**config.mk**
```make
export PLATFORM = sky130hd
export DESIGN_NAME = htc_weight_readback
export DESIGN_NICKNAME = d
export VERILOG_FILES = /design/src/rtl/htc_weight_readback.sv
export SDC_FILE = /design/constraint.sdc
export NUM_CORES = 1
export LEC_CHECK = 0
export ABC_AREA = 1
export ABC_CLOCK_PERIOD_IN_PS = 33100
export BUFFER_PORTS_ARGS = -buffer_cell sky130_fd_sc_hd__buf_2
export CORE_AREA = 2 2 324 326
export CTS_CLUSTER_DIAMETER = 120
export DETAILED_ROUTE_END_ITERATION = 8
export DIE_AREA = 0 0 326 328
export MAX_ROUTING_LAYER = met4
export SKIP_LAST_GASP = 1
export SYNTH_ARGS = -nofsm -noshare
export SYNTH_HDL_FRONTEND = slang
export SYNTH_SLANG_ARGS = --single-unit
```
**constraint.sdc**
```tcl
create_clock -name clk -period 33.1 [get_ports clk]
set_input_delay 6.62 -clock clk [delete_from_list [all_inputs] [get_ports clk]]
set_output_delay 6.62 -clock clk [all_outputs]
set_load 0.02 [all_outputs]
```
**src/rtl/htc_weight_readback.sv**
```systemverilog
// Streams HTC weight BRAM rows to the host over AXI-Stream, one row per beat.
// Optional trailing checksum beat is built in when HTC_READBACK_CHECKSUM_EN is defined.
module htc_weight_readback #(
  parameter int D_PADDED   = 192,
  parameter int R          = 2048,
  parameter int AXI_WIDTH  = 512,
  parameter int RD_LATENCY = 1
) (
  input  logic                  clk,
  input  logic                  rst,
  input  logic                  cmd_valid,
  output logic                  cmd_ready,
  input  logic                  cmd_full_dump,
  input  logic [$clog2(R)-1:0]  cmd_start,
  input  logic [$clog2(R):0]    cmd_count,
  output logic [$clog2(R)-1:0]  bram_raddr,
  output logic                  bram_re,
  input  logic [D_PADDED-1:0]   bram_rdata,
  output logic [AXI_WIDTH-1:0]  m_axis_tdata,
  output logic                  m_axis_tvalid,
  input  logic                  m_axis_tready,
  output logic                  m_axis_tlast,
  output logic [63:0]           m_axis_tuser,
  output logic                  busy,
  output logic [31:0]           beats_sent,
  output logic                  dump_done
);
  localparam int AW    = $clog2(R);
  localparam int DEPTH = RD_LATENCY + 2;
  localparam int PW    = $clog2(DEPTH);
  localparam int CW    = $clog2(DEPTH + 1);

`ifdef HTC_READBACK_CHECKSUM_EN
  typedef enum logic [1:0] {IDLE, ISSUE, DRAIN, CSUM} state_t;
`else
  typedef enum logic [1:0] {IDLE, ISSUE, DRAIN} state_t;
`endif

  typedef struct packed {
    logic [D_PADDED-1:0] data;
    logic [AW-1:0]       id;
    logic                last;
  } entry_t;

  state_t state, state_n;

  logic [AW-1:0]  addr;
  logic [AW:0]    remaining;
  logic           full_flag;
  logic [CW-1:0]  outstanding;

  logic [RD_LATENCY:1]         vld_pipe;
  logic [RD_LATENCY:1]         last_pipe;
  logic [RD_LATENCY:1][AW-1:0] id_pipe;

  entry_t         fifo [DEPTH];
  logic [PW-1:0]  wr_ptr, rd_ptr;
  logic [CW-1:0]  fifo_cnt;
  entry_t         head;

  logic cmd_fire, zero_cmd, issue, push, row_pop, beat_fire, tlast_fire;

  assign cmd_ready  = (state == IDLE);
  assign busy       = (state != IDLE);
  assign cmd_fire   = cmd_ready && cmd_valid;
  assign zero_cmd   = !cmd_full_dump && (cmd_count == '0);
  // Outstanding counts reads in flight plus FIFO occupancy, so capping it at
  // the FIFO depth guarantees every returning read has a slot.
  assign issue      = (state == ISSUE) && (outstanding < CW'(DEPTH));
  assign push       = vld_pipe[RD_LATENCY];
  assign head       = fifo[rd_ptr];
  assign row_pop    = (fifo_cnt != '0) && m_axis_tready;
  assign beat_fire  = m_axis_tvalid && m_axis_tready;
  assign tlast_fire = beat_fire && m_axis_tlast;
  assign bram_re    = issue;
  assign bram_raddr = addr;

  function automatic logic [PW-1:0] ptr_inc(input logic [PW-1:0] p);
    return (p == PW'(DEPTH - 1)) ? '0 : p + PW'(1);
  endfunction

  always_comb begin
    state_n = state;
    case (state)
      IDLE:    if (cmd_fire && !zero_cmd) state_n = ISSUE;
      ISSUE:   if (issue && remaining == (AW+1)'(1)) state_n = DRAIN;
`ifdef HTC_READBACK_CHECKSUM_EN
      DRAIN:   if (row_pop && head.last) state_n = CSUM;
      CSUM:    if (m_axis_tready) state_n = IDLE;
`else
      DRAIN:   if (row_pop && head.last) state_n = IDLE;
`endif
      default: state_n = IDLE;
    endcase
  end

  always_ff @(posedge clk) begin
    if (rst) begin
      state       <= IDLE;
      addr        <= '0;
      remaining   <= '0;
      full_flag   <= 1'b0;
      outstanding <= '0;
      vld_pipe    <= '0;
      last_pipe   <= '0;
      id_pipe     <= '0;
      wr_ptr      <= '0;
      rd_ptr      <= '0;
      fifo_cnt    <= '0;
      beats_sent  <= '0;
      dump_done   <= 1'b0;
    end else begin
      state     <= state_n;
      dump_done <= (cmd_fire && zero_cmd) || tlast_fire;

      if (cmd_fire) begin
        addr      <= cmd_full_dump ? '0 : cmd_start;
        remaining <= cmd_full_dump ? (AW+1)'(R) : cmd_count;
        full_flag <= cmd_full_dump;
      end else if (issue) begin
        addr      <= addr + AW'(1);
        remaining <= remaining - (AW+1)'(1);
      end

      outstanding <= outstanding + CW'(issue) - CW'(row_pop);

      // Row id and last-row tag travel alongside the BRAM read latency.
      vld_pipe  <= RD_LATENCY'({vld_pipe, issue});
      last_pipe <= RD_LATENCY'({last_pipe, remaining == (AW+1)'(1)});
      id_pipe   <= (RD_LATENCY*AW)'({id_pipe, addr});

      if (push)    wr_ptr <= ptr_inc(wr_ptr);
      if (row_pop) rd_ptr <= ptr_inc(rd_ptr);
      fifo_cnt <= fifo_cnt + CW'(push) - CW'(row_pop);

      if (beat_fire) beats_sent <= beats_sent + 32'd1;
    end
  end

  always_ff @(posedge clk) begin
    if (push) fifo[wr_ptr] <= '{data: bram_rdata, id: id_pipe[RD_LATENCY], last: last_pipe[RD_LATENCY]};
  end

`ifdef HTC_READBACK_CHECKSUM_EN
  logic [63:0] csum, row_fold;

  always_comb begin
    row_fold = '0;
    for (int w = 0; w < D_PADDED / 64; w++) row_fold ^= head.data[w*64 +: 64];
  end

  always_ff @(posedge clk) begin
    if (rst || cmd_fire) csum <= '0;
    else if (row_pop)    csum <= csum ^ row_fold;
  end
`else
  // Plain build: the final row beat carries tlast and tuser[17] stays 0.
`endif

  always_comb begin
    m_axis_tvalid = (fifo_cnt != '0);
    m_axis_tdata  = '0;
    m_axis_tuser  = '0;
    m_axis_tlast  = 1'b0;
    if (fifo_cnt != '0) begin
      m_axis_tdata[D_PADDED-1:0] = head.data;
      m_axis_tuser[15:0]         = 16'(head.id);
      m_axis_tuser[16]           = full_flag;
`ifdef HTC_READBACK_CHECKSUM_EN
      m_axis_tlast               = 1'b0;
`else
      m_axis_tlast               = head.last;
`endif
    end
`ifdef HTC_READBACK_CHECKSUM_EN
    if (state == CSUM) begin
      m_axis_tvalid      = 1'b1;
      m_axis_tdata[63:0] = csum;
      m_axis_tuser[17]   = 1'b1;
      m_axis_tuser[16]   = full_flag;
      m_axis_tlast       = 1'b1;
    end
`endif
  end

endmodule

```
# Word level (Yosys, flattened, before mapping)
# Memory sizes are Yosys's and may differ from the RTL's. A register that Yosys moved wholly into a read port is not among the register bits.
# Index checks and enable logic that the tools add are counted.
dict set report classes {
  mux 19
  n_reduce_logical 18
  n_div 0
  order_cmp 1
  add_sub_neg 9
  n_mul 0
  n_shift 0
  eq_ne 8
  bitwise_logic 0
}
# operator n
set op_table {}
lappend op_table {{$mux 192} 1}
lappend op_table {{$mux 12} 3}
lappend op_table {{$mux 11} 3}
lappend op_table {{$add 32x1->32 const B} 1}
lappend op_table {{$mux 17} 1}
lappend op_table {{$mux 2} 7}
lappend op_table {{$eq 12x1->1 const B} 1}
lappend op_table {{$logic_not 12->1} 1}
lappend op_table {{$sub 12x1->12 const B} 1}
lappend op_table {{$add 11x1->11 const B} 1}
lappend op_table {{$logic_and 1x1->1} 9}
lappend op_table {{$eq 2x2->1 const B} 3}
lappend op_table {{$pmux 2 s3} 1}
lappend op_table {{$reduce_bool 2->1} 3}
lappend op_table {{$add 2x1->2} 2}
lappend op_table {{$add 2x1->2 const B} 2}
lappend op_table {{$ne 2x1->1 const B} 2}
lappend op_table {{$sub 2x1->2} 2}
lappend op_table {{$mux 1} 3}
lappend op_table {{$reduce_and 3->1} 1}
lappend op_table {{$eq 2x1->1 const B} 1}
lappend op_table {{$logic_not 1->1} 2}
lappend op_table {{$logic_not 2->1} 1}
lappend op_table {{$lt 2x2->1 const B} 1}
lappend op_table {{2 further kinds} 2}
dict set report word_totals {
  latch_bits 0
  regBits 80
  input_bits 220
  mem_count 1
  elab_cells 69
  rom_bits 0
  output_inout_bits 625
  mem_bits_rw 612
}
# name words word_bits rd rd_ports_with_merged_regs write_ports line
set mem_list {}
lappend mem_list {fifo 3 204 1 1 1 56} ;# entry_t fifo [DEPTH];

# Longest topological paths before layout
# Gate-level depths: netlist (run 1).
dict set report depth {
  ltp_word 6
  depth_mapped 11
  depth_no_buf 10
}

# Worst setup path before layout (run 1)
# OpenSTA, ideal clock, no wires.
dict set report synth_timing {
  path_kind {reg-to-reg}
  startpoint {reg vld_pipe (netlist: push)}
  endpoint {mem fifo[0][0] in the netlist's numbering (enable)}
  t_required_ps 32077
  setup_time_ps 1023
  n_path_buf 0
  period_less_slack_ps 15187
  arrival_time_ps 14165
  stages_incl_launch_ff 3
  slack_ps 17913
  cell_sequence {dfxtp_1 -> inv_1 -> nor3_1}
}
dict set report synth_between {
  elab_chain_cells 2
}
# item line
set synth_lines {}
lappend synth_lines {{start: declaration} 52} ;# logic [RD_LATENCY:1] vld_pipe;
lappend synth_lines {{start signal: assignment} 128} ;# vld_pipe <= RD_LATENCY'({vld_pipe, issue});
lappend synth_lines {{$mux 1} 141} ;# if (push) fifo[wr_ptr] <= '{data: bram_rdata, id: id_pipe[RD_LATENCY], last: last_pipe[RD_LATENCY]};
lappend synth_lines {{$mux 1 (implied by the code)} 141}
lappend synth_lines {{end: declaration} 56}
# No other way between the ends.

==> flow_summary_export.csv, run 1 <==
group,metric,value,unit
cells_and_area,multiInputGateArea,0.007584,mm2
drt,wirelength,74790,um
clock_tree,clock_latency,0.64,ns
yosys,ys.flop_type,"edfxtp_1",
placement,io_buffers,472,
floorplan,die_x,326,um
setup_path,cp_max_fo,74,
floorplan,num_rows,118,
setup_path,critPathLaunchType,"flop",
timing,clock.fmax,92.67,MHz
power,power.density,76.55,mW/mm2
flow_run,cap_violations,0,
yosys,synthDistinctLibCells,41,
clock_tree,post_cts_resized,0,
power,p_leak,15.54,nW
yosys,synthMostInstantiatedCell,"edfxtp_1",
timing,slew_viol_final,0,
cells_and_area,ff_latch_area,0.02002,mm2
floorplan,die-area,0.1069,mm2
clock_tree,numCtsBuffers,77,
clock_tree,tritoncts,"yes",
grt,antenna_found_initial,25,
cells_and_area,drive_above_1_share,19.17,%
yosys,synthTopCellsByArea,"edfxtp_1, buf_4, nand2_1",
yosys,synthCells,2740,
yosys,synth.top_cells.by_count,"edfxtp_1, nand2_1, buf_4, inv_1, nand3_1",
grt,grt_pass1_wl,108900,um
yosys,synth_fa_ha_area_share,0.3266,%
yosys,netlist.area_leader.share,59.96,%
cells_and_area,fillCellCount,10270,
yosys,synth_seq_cells,694,
yosys,yosys_warnings,0,
yosys,netlist_area,0.03065,mm2
run_status,status,"finished clean",
yosys,synth-simple-area-share,12.67,%
setup_path,required,26.48,ns
timing,period_minus_slack,10.79,ns
timing,finalSetupViolCount,0,
min_path,hold_path.class,"reg -> reg",
grt,grt_max_degree,141,
cells_and_area,final_nets,3409,
timing,fin_skew,0.02273,ns
clock_tree,hold_buffers,0,
yosys,syn_area_per_cell,11.19,um2
setup_path,cp-end-kind,"output port",
yosys,synth_edf_count,612,
yosys,synth_xor_area_share,0.2000,%
drt,ant_nets,0,
placement,dp_cells,4482,
power,p_total,2.710,mW
timing,holdWs,0.4554,ns
clock_tree,post_cts_buffers,0,
clock_tree,clkTransAtPathRegs,0.06,ns
yosys,seq_area_frac_synth,65.32,%
cells_and_area,area_growth,15.50,%
grt,grt-ovfl-total,0,
setup_path,critPathArrivalTime,4.17,ns
clock_tree,cts_buffer_depth,3,
timing,hold_violations,0,
clock_tree,cts.sinks,694,
placement,gp_congestion,0.8550,
timing,worstMarginPinSlew,1.094,ns
floorplan,start_util,29.70,%
floorplan,die_h,328,um
placement,hpwl,46830,um
drt,drc_errors,0,
cells_and_area,layoutNonFillerInstCount,4632,
drt,drtIter0Drc,1202,
yosys,synth_top_family_by_area,"buffers and inverters",
yosys,synth_compound_area_share,6.932,%
yosys,async_flop_share,0,%
yosys,yosysTopAreaCell,"edfxtp_1",
drt,vias,19770,
drt,wire_per_inst,16.15,um
clock_tree,cts_max_level,3,
drt,viasPerCell,4.269,
drt,first_pass_iters,5,
timing,rsz0062_at_grt,"false",
setup_path,critPathKind,"reg -> out",
timing,slew-limit-headroom,27.07,%
timing,fin_crit_sh,32.60,%
floorplan,io_pins,845,
grt,grtUsageTotal,13.68,%
clock_tree,root_buffer,"clkbuf_16",
timing,setup_tns,0,ns
yosys,synth.area.mux_share,0,%
power,vdd.ir_drop.worst,0.05677,mV
grt,grt_pass1_vias,17950,
floorplan,core,0.1032,mm2
per-stage QoR:
stage / util, % / area (um2) / worst slack [ns]
after floorplan: - / 32040 / 17.91
after global placement: 31.99 / 33010 / 22.79
after detailed placement: 31.99 / 33010 / 22.79
after CTS: 34.25 / 35340 / 22.05
after global routing: 34.30 / 35400 / 21.88
final: 34.30 / 35400 / 22.31
flip-flops by register name (all words and copies together), names as in the netlist, named ones only:
name	flops
rd_ptr	2
outstanding	2
dump_done	1
fifo_cnt	2
state	2
beats_sent	32
full_flag	1
bram_raddr	11
fifo	612
wr_ptr	2
remaining	12
last_pipe	1
id_pipe	11
push	1
layout make-up:
| class | count | area share, % |
|---|---|---|
| diodes | 23 | 0.1626 |
| clock buffers | 99 | 5.736 |
| flip-flops and latches | 694 | 56.56 |
| well taps | 1380 | 4.878 |
| repair buffers | 494 | 7.140 |
| clock inverters | 28 | 0.8518 |
| inverters | 301 | 3.248 |
| multi-input cells | 1613 | 21.42 |
critical path: stages, from the launching register on:
cell and delay (ns):
dfxtp_4 0.51, inv_6 0.48, buf_4 0.84, buf_4 0.78, nand2_1 0.11, nand3_1 0.11
o211ai_1 0.09, inv_1 0.25, buf_2 0.22
cells in the final DEF, fill, tap and decap left out, drive strengths merged, types with 2 or more instances in the layout:
| master | count |
|---|---|
| a211oi | 3 |
| a21oi | 45 |
| a22oi | 2 |
| a31oi | 8 |
| buf | 494 |
| bufinv | 4 |
| clkbuf | 99 |
| clkinv | 17 |
| conb | 372 |
| dfxtp | 82 |
| diode | 23 |
| edfxtp | 612 |
| ha | 8 |
| inv | 307 |
| nand2 | 538 |
| nand3 | 245 |
| nand4 | 17 |
| nor2 | 99 |
| nor3 | 9 |
| nor4 | 2 |
| o211ai | 204 |
| o21ai | 44 |
| o21bai | 5 |
| o22ai | 2 |
| xnor2 | 2 |
| xor2 | 5 |
per-layer routing:
layer  vias up  GRT usage, %  routed length [um]
li1       9516             -                   -
met1      9427         15.83               29830
met2       687         22.45               37230
met3       143         3.635                5218
met4         0         5.800                2512
met5         -             -                   0
cell families (layout without fill, tap and decap cells):
| logic type | after synthesis | count (layout) |
|---|---|---|
| DFF | 694 | 694 |
| and+or+nand+nor | 912 | 912 |
| other | 1 | 395 |
| xor gates and xnor gates | 7 | 7 |
| adders and majority gates | 8 | 8 |
| AOI/OAI and AO/OA | 314 | 314 |
| buffers and inverters | 804 | 922 |
power breakdown:
part	leakage [nW]	switching (mW)	internal (mW)
combinational	8.20	0.651	0.242
sequential	6.22	0.0204	0.986
clock	1.13	0.345	0.465
total	15.5	1.02	1.69
final timing paths:
path                                       startpoint               endpoint  slack (ns)  depth (start not counted)
worst max-delay path                             flop       m_axis_tdata[28]       22.31                          8
worst min-delay path            id_pipe[9]$_SDFF_PP0_  fifo[1][10]$_DFFE_PP_        0.46                          0
worst max register to register                   flop  state[1]$_SDFFE_PP0P_       29.44                         10
worst min register to register  id_pipe[9]$_SDFF_PP0_  fifo[1][10]$_DFFE_PP_        0.46                          0
No activity file was read; power rests on OpenSTA's default activity.
==> run 2, diff against run 1 <==
--- a/config.mk
+++ b/config.mk
@@ -5,13 +5,13 @@
 export SDC_FILE = /design/constraint.sdc
 export NUM_CORES = 1
 export LEC_CHECK = 0
-export ABC_AREA = 1
-export ABC_CLOCK_PERIOD_IN_PS = 33100
+export ABC_AREA = 0
+export ABC_CLOCK_PERIOD_IN_PS = 9550
 export BUFFER_PORTS_ARGS = -buffer_cell sky130_fd_sc_hd__buf_2
-export CORE_AREA = 2 2 324 326
+export CORE_AREA = 2 2 332 334
 export CTS_CLUSTER_DIAMETER = 120
 export DETAILED_ROUTE_END_ITERATION = 8
-export DIE_AREA = 0 0 326 328
+export DIE_AREA = 0 0 334 336
 export MAX_ROUTING_LAYER = met4
 export SKIP_LAST_GASP = 1
 export SYNTH_ARGS = -nofsm -noshare
==> constraint.sdc (replaced) <==
create_clock -name clk -period 9.55 [get_ports clk]
set_input_delay 1.91 -clock clk [delete_from_list [all_inputs] [get_ports clk]]
set_output_delay 1.91 -clock clk [all_outputs]
set_load 0.02 [all_outputs]
==> flow_summary_export.csv, run 2 <==
group,metric,value,unit
setup_path,crit_top_cell,"nor2_1",
placement,hpwl,43980,um
floorplan,core,0.1084,mm2
timing,finalSetupViolCount,0,
yosys,seq_area_frac_synth,67.30,%
timing,worstMarginPinSlew,1.107,ns
clock_tree,cts_buffer_depth,3,
setup_path,cp-end-kind,"output port",
power,p_total,8.974,mW
cells_and_area,final_cell_mix,"edfxtp_1, buf_2, nor2_1",
yosys,netlist.area_leader.share,61.78,%
grt,grt_pass1_wl,97010,um
clock_tree,cts.sinks,694,
yosys,synthTopCellsByArea,"edfxtp_1, buf_4, mux2i_1",
grt,antenna_found_initial,21,
cells_and_area,final_common_cell,"edfxtp_1",
setup_path,slowest_stage,"buf_4",
floorplan,start_util,27.44,%
floorplan,die-area,0.1122,mm2
power,vdd.ir_drop.worst,0.1568,mV
floorplan,die_h,336,um
flow_run,cap_violations,0,
floorplan,die_x,334,um
timing,rsz0062_at_grt,"false",
drt,ant_nets,0,
placement,io_buffers,472,
grt,grt-ovfl-total,0,
yosys,synthMostInstantiatedCell,"edfxtp_1",
cells_and_area,area_growth,16.85,%
timing,slew_viol_final,0,
power,p_leak,13.27,nW
setup_path,critPathArrivalTime,3.52,ns
setup_path,critPathLaunchType,"flop",
yosys,netlist_area,0.02975,mm2
timing,hold_violations,0,
clock_tree,cts_max_level,3,
timing,slew-limit-headroom,26.21,%
cells_and_area,fillCellCount,10880,
drt,viasPerCell,4.105,
yosys,yosys_warnings,0,
cells_and_area,fin_util,32.06,%
yosys,synthCells,2307,
run_status,status,"finished clean",
cells_and_area,reg_top3,"fifo (612), beats_sent (32), remaining (12)",
drt,wire_per_inst,15.65,um
timing,fin_ws,4.120,ns
clock_tree,post_cts_buffers,0,
clock_tree,clock_latency,0.63,ns
yosys,syn_area_per_cell,12.89,um2
yosys,async_flop_share,0,%
clock_tree,post_cts_resized,0,
timing,setup_tns,0,ns
drt,drc_errors,0,
clock_tree,hold_buffers,0,
grt,grtUsageTotal,11.61,%
drt,drtIter0Drc,798,
yosys,synth_seq_cells,694,
clock_tree,tritoncts,"yes",
setup_path,cp_max_fo,118,
timing,clock.fmax,184.1,MHz
floorplan,io_pins,845,
clock_tree,clkTransAtPathRegs,0.06,ns
drt,wirelength,66780,um
yosys,synth.top_cells.by_count,"edfxtp_1, nor2_1, buf_4, a21oi_1, mux2i_1",
yosys,yosysTopAreaCell,"edfxtp_1",
timing,period_minus_slack,5.430,ns
setup_path,required,7.64,ns
setup_path,crit_chain,"buf_12 -> buf_4 -> mux2i_1 -> nor2_1 -> a21oi_1 -> nor2_1 -> buf_2",
power,power.density,258.2,mW/mm2
placement,place_ws,4.753,ns
timing,fin_crit_sh,56.86,%
drt,vias,17520,
grt,grt_pass1_vias,16050,
setup_path,worst_path_largest_cell_delay,0.71,ns
yosys,synthDistinctLibCells,48,
cells_and_area,final_nets,3001,
clock_tree,numCtsBuffers,77,
yosys,synth_edf_count,612,
placement,gp_congestion,0.7824,
yosys,ys.flop_type,"edfxtp_1",
cells_and_area,largest_reg_flops,612,
clock_tree,root_buffer,"clkbuf_16",
floorplan,num_rows,121,
drt,first_pass_iters,5,
cells_and_area,regMostFlops,"fifo",
grt,grt_max_degree,198,
min_path,hold_path.class,"reg -> reg",
setup_path,critPathKind,"reg -> out",
cells_and_area,drive_above_1_share,21.61,%
timing,fin_skew,0.01433,ns
-- run 2: cell count changes in the layout (fill, tap and decap cells not counted), sizes merged, moves of 38 or more --
| cell | change |
|---|---|
| a21oi | +181 |
| o21ai | -38 |
| inv | -283 |
| nand2 | -512 |
| mux2i | +204 |
| nor2 | +366 |
| nand3 | -223 |
| o211ai | -203 |
-- run 2: where the power goes --
part | internal, mW | switching, mW | leakage, nW | total, mW
clock network | 1.60 | 1.19 | 1.17 | 2.79
registers | 3.44 | 0.0579 | 6.22 | 3.50
logic | 0.806 | 1.88 | 5.88 | 2.68
total | 5.84 | 3.13 | 13.3 | 8.97
-- run 2: area by class of cell --
cell class	instances	area, um2	area share (%)
tap	1414	1769	5.090
inverter	15	56.30	0.1620
antenna	16	40.04	0.1152
sequential	694	20030	57.62
timing repair buffer	498	2595	7.466
clock buffer	102	2072	5.961
multi-input combinational	1487	7875	22.66
clock inverter	41	322.8	0.9288
-- run 2: per-layer routing --
metal	vias to the layer above	wire length [um]	GRT usage, %
li1	8379	-	-
met5	-	0	-
met4	0	1659	4.428
met2	562	33820	19.49
met3	102	4794	3.547
met1	8474	26510	12.98
-- run 2: worst paths after layout --
check,start,end,slack [ns],cells past startpoint
max,flop,m_axis_tdata[130],4.12,7
min,id_pipe[3]$_SDFF_PP0_,fifo[2][4]$_DFFE_PP_,0.45,0
max reg2reg,wr_ptr[1]$_SDFFE_PP0P_,fifo[2][203]$_DFFE_PP_,6.81,3
min reg2reg,id_pipe[3]$_SDFF_PP0_,fifo[2][4]$_DFFE_PP_,0.45,0
-- run 2: cell families after synthesis --
family / Yosys count / synth area share, %
compound gates: 259 / 4.627
xor+xnor: 50 / 1.472
fa+ha+maj: 8 / 0.3365
buf+inv: 497 / 11.05
flops: 694 / 67.30
mux: 204 / 6.865
other cells: 1 / 0.01261
simple gates: 594 / 8.333
-- run 2: through the flow --
stage | area, um2 | hold WS (ns) | std cells
6_report | 34760 | 0.4527 | 4267
5_1_grt | 34760 | 0.4622 | 4267
4_1_cts | 34720 | 0.4514 | 4251
3_5_place_dp | 32320 | 0.4366 | 4108
3_3_place_gp | 32320 | 0.4304 | 4108
2_1_floorplan | 31150 | 0.4210 | 2678
-- run 2: critical path: cells and delay by family (launching register included) --
| kind | cells | cell delay (ns) |
|---|---|---|
| buffers and inverters | 3 | 1.51 |
| DFF | 1 | 0.37 |
| AOI/OAI and AO/OA | 1 | 0.33 |
| muxes | 1 | 0.28 |
| and+or+nand+nor | 2 | 0.12 |
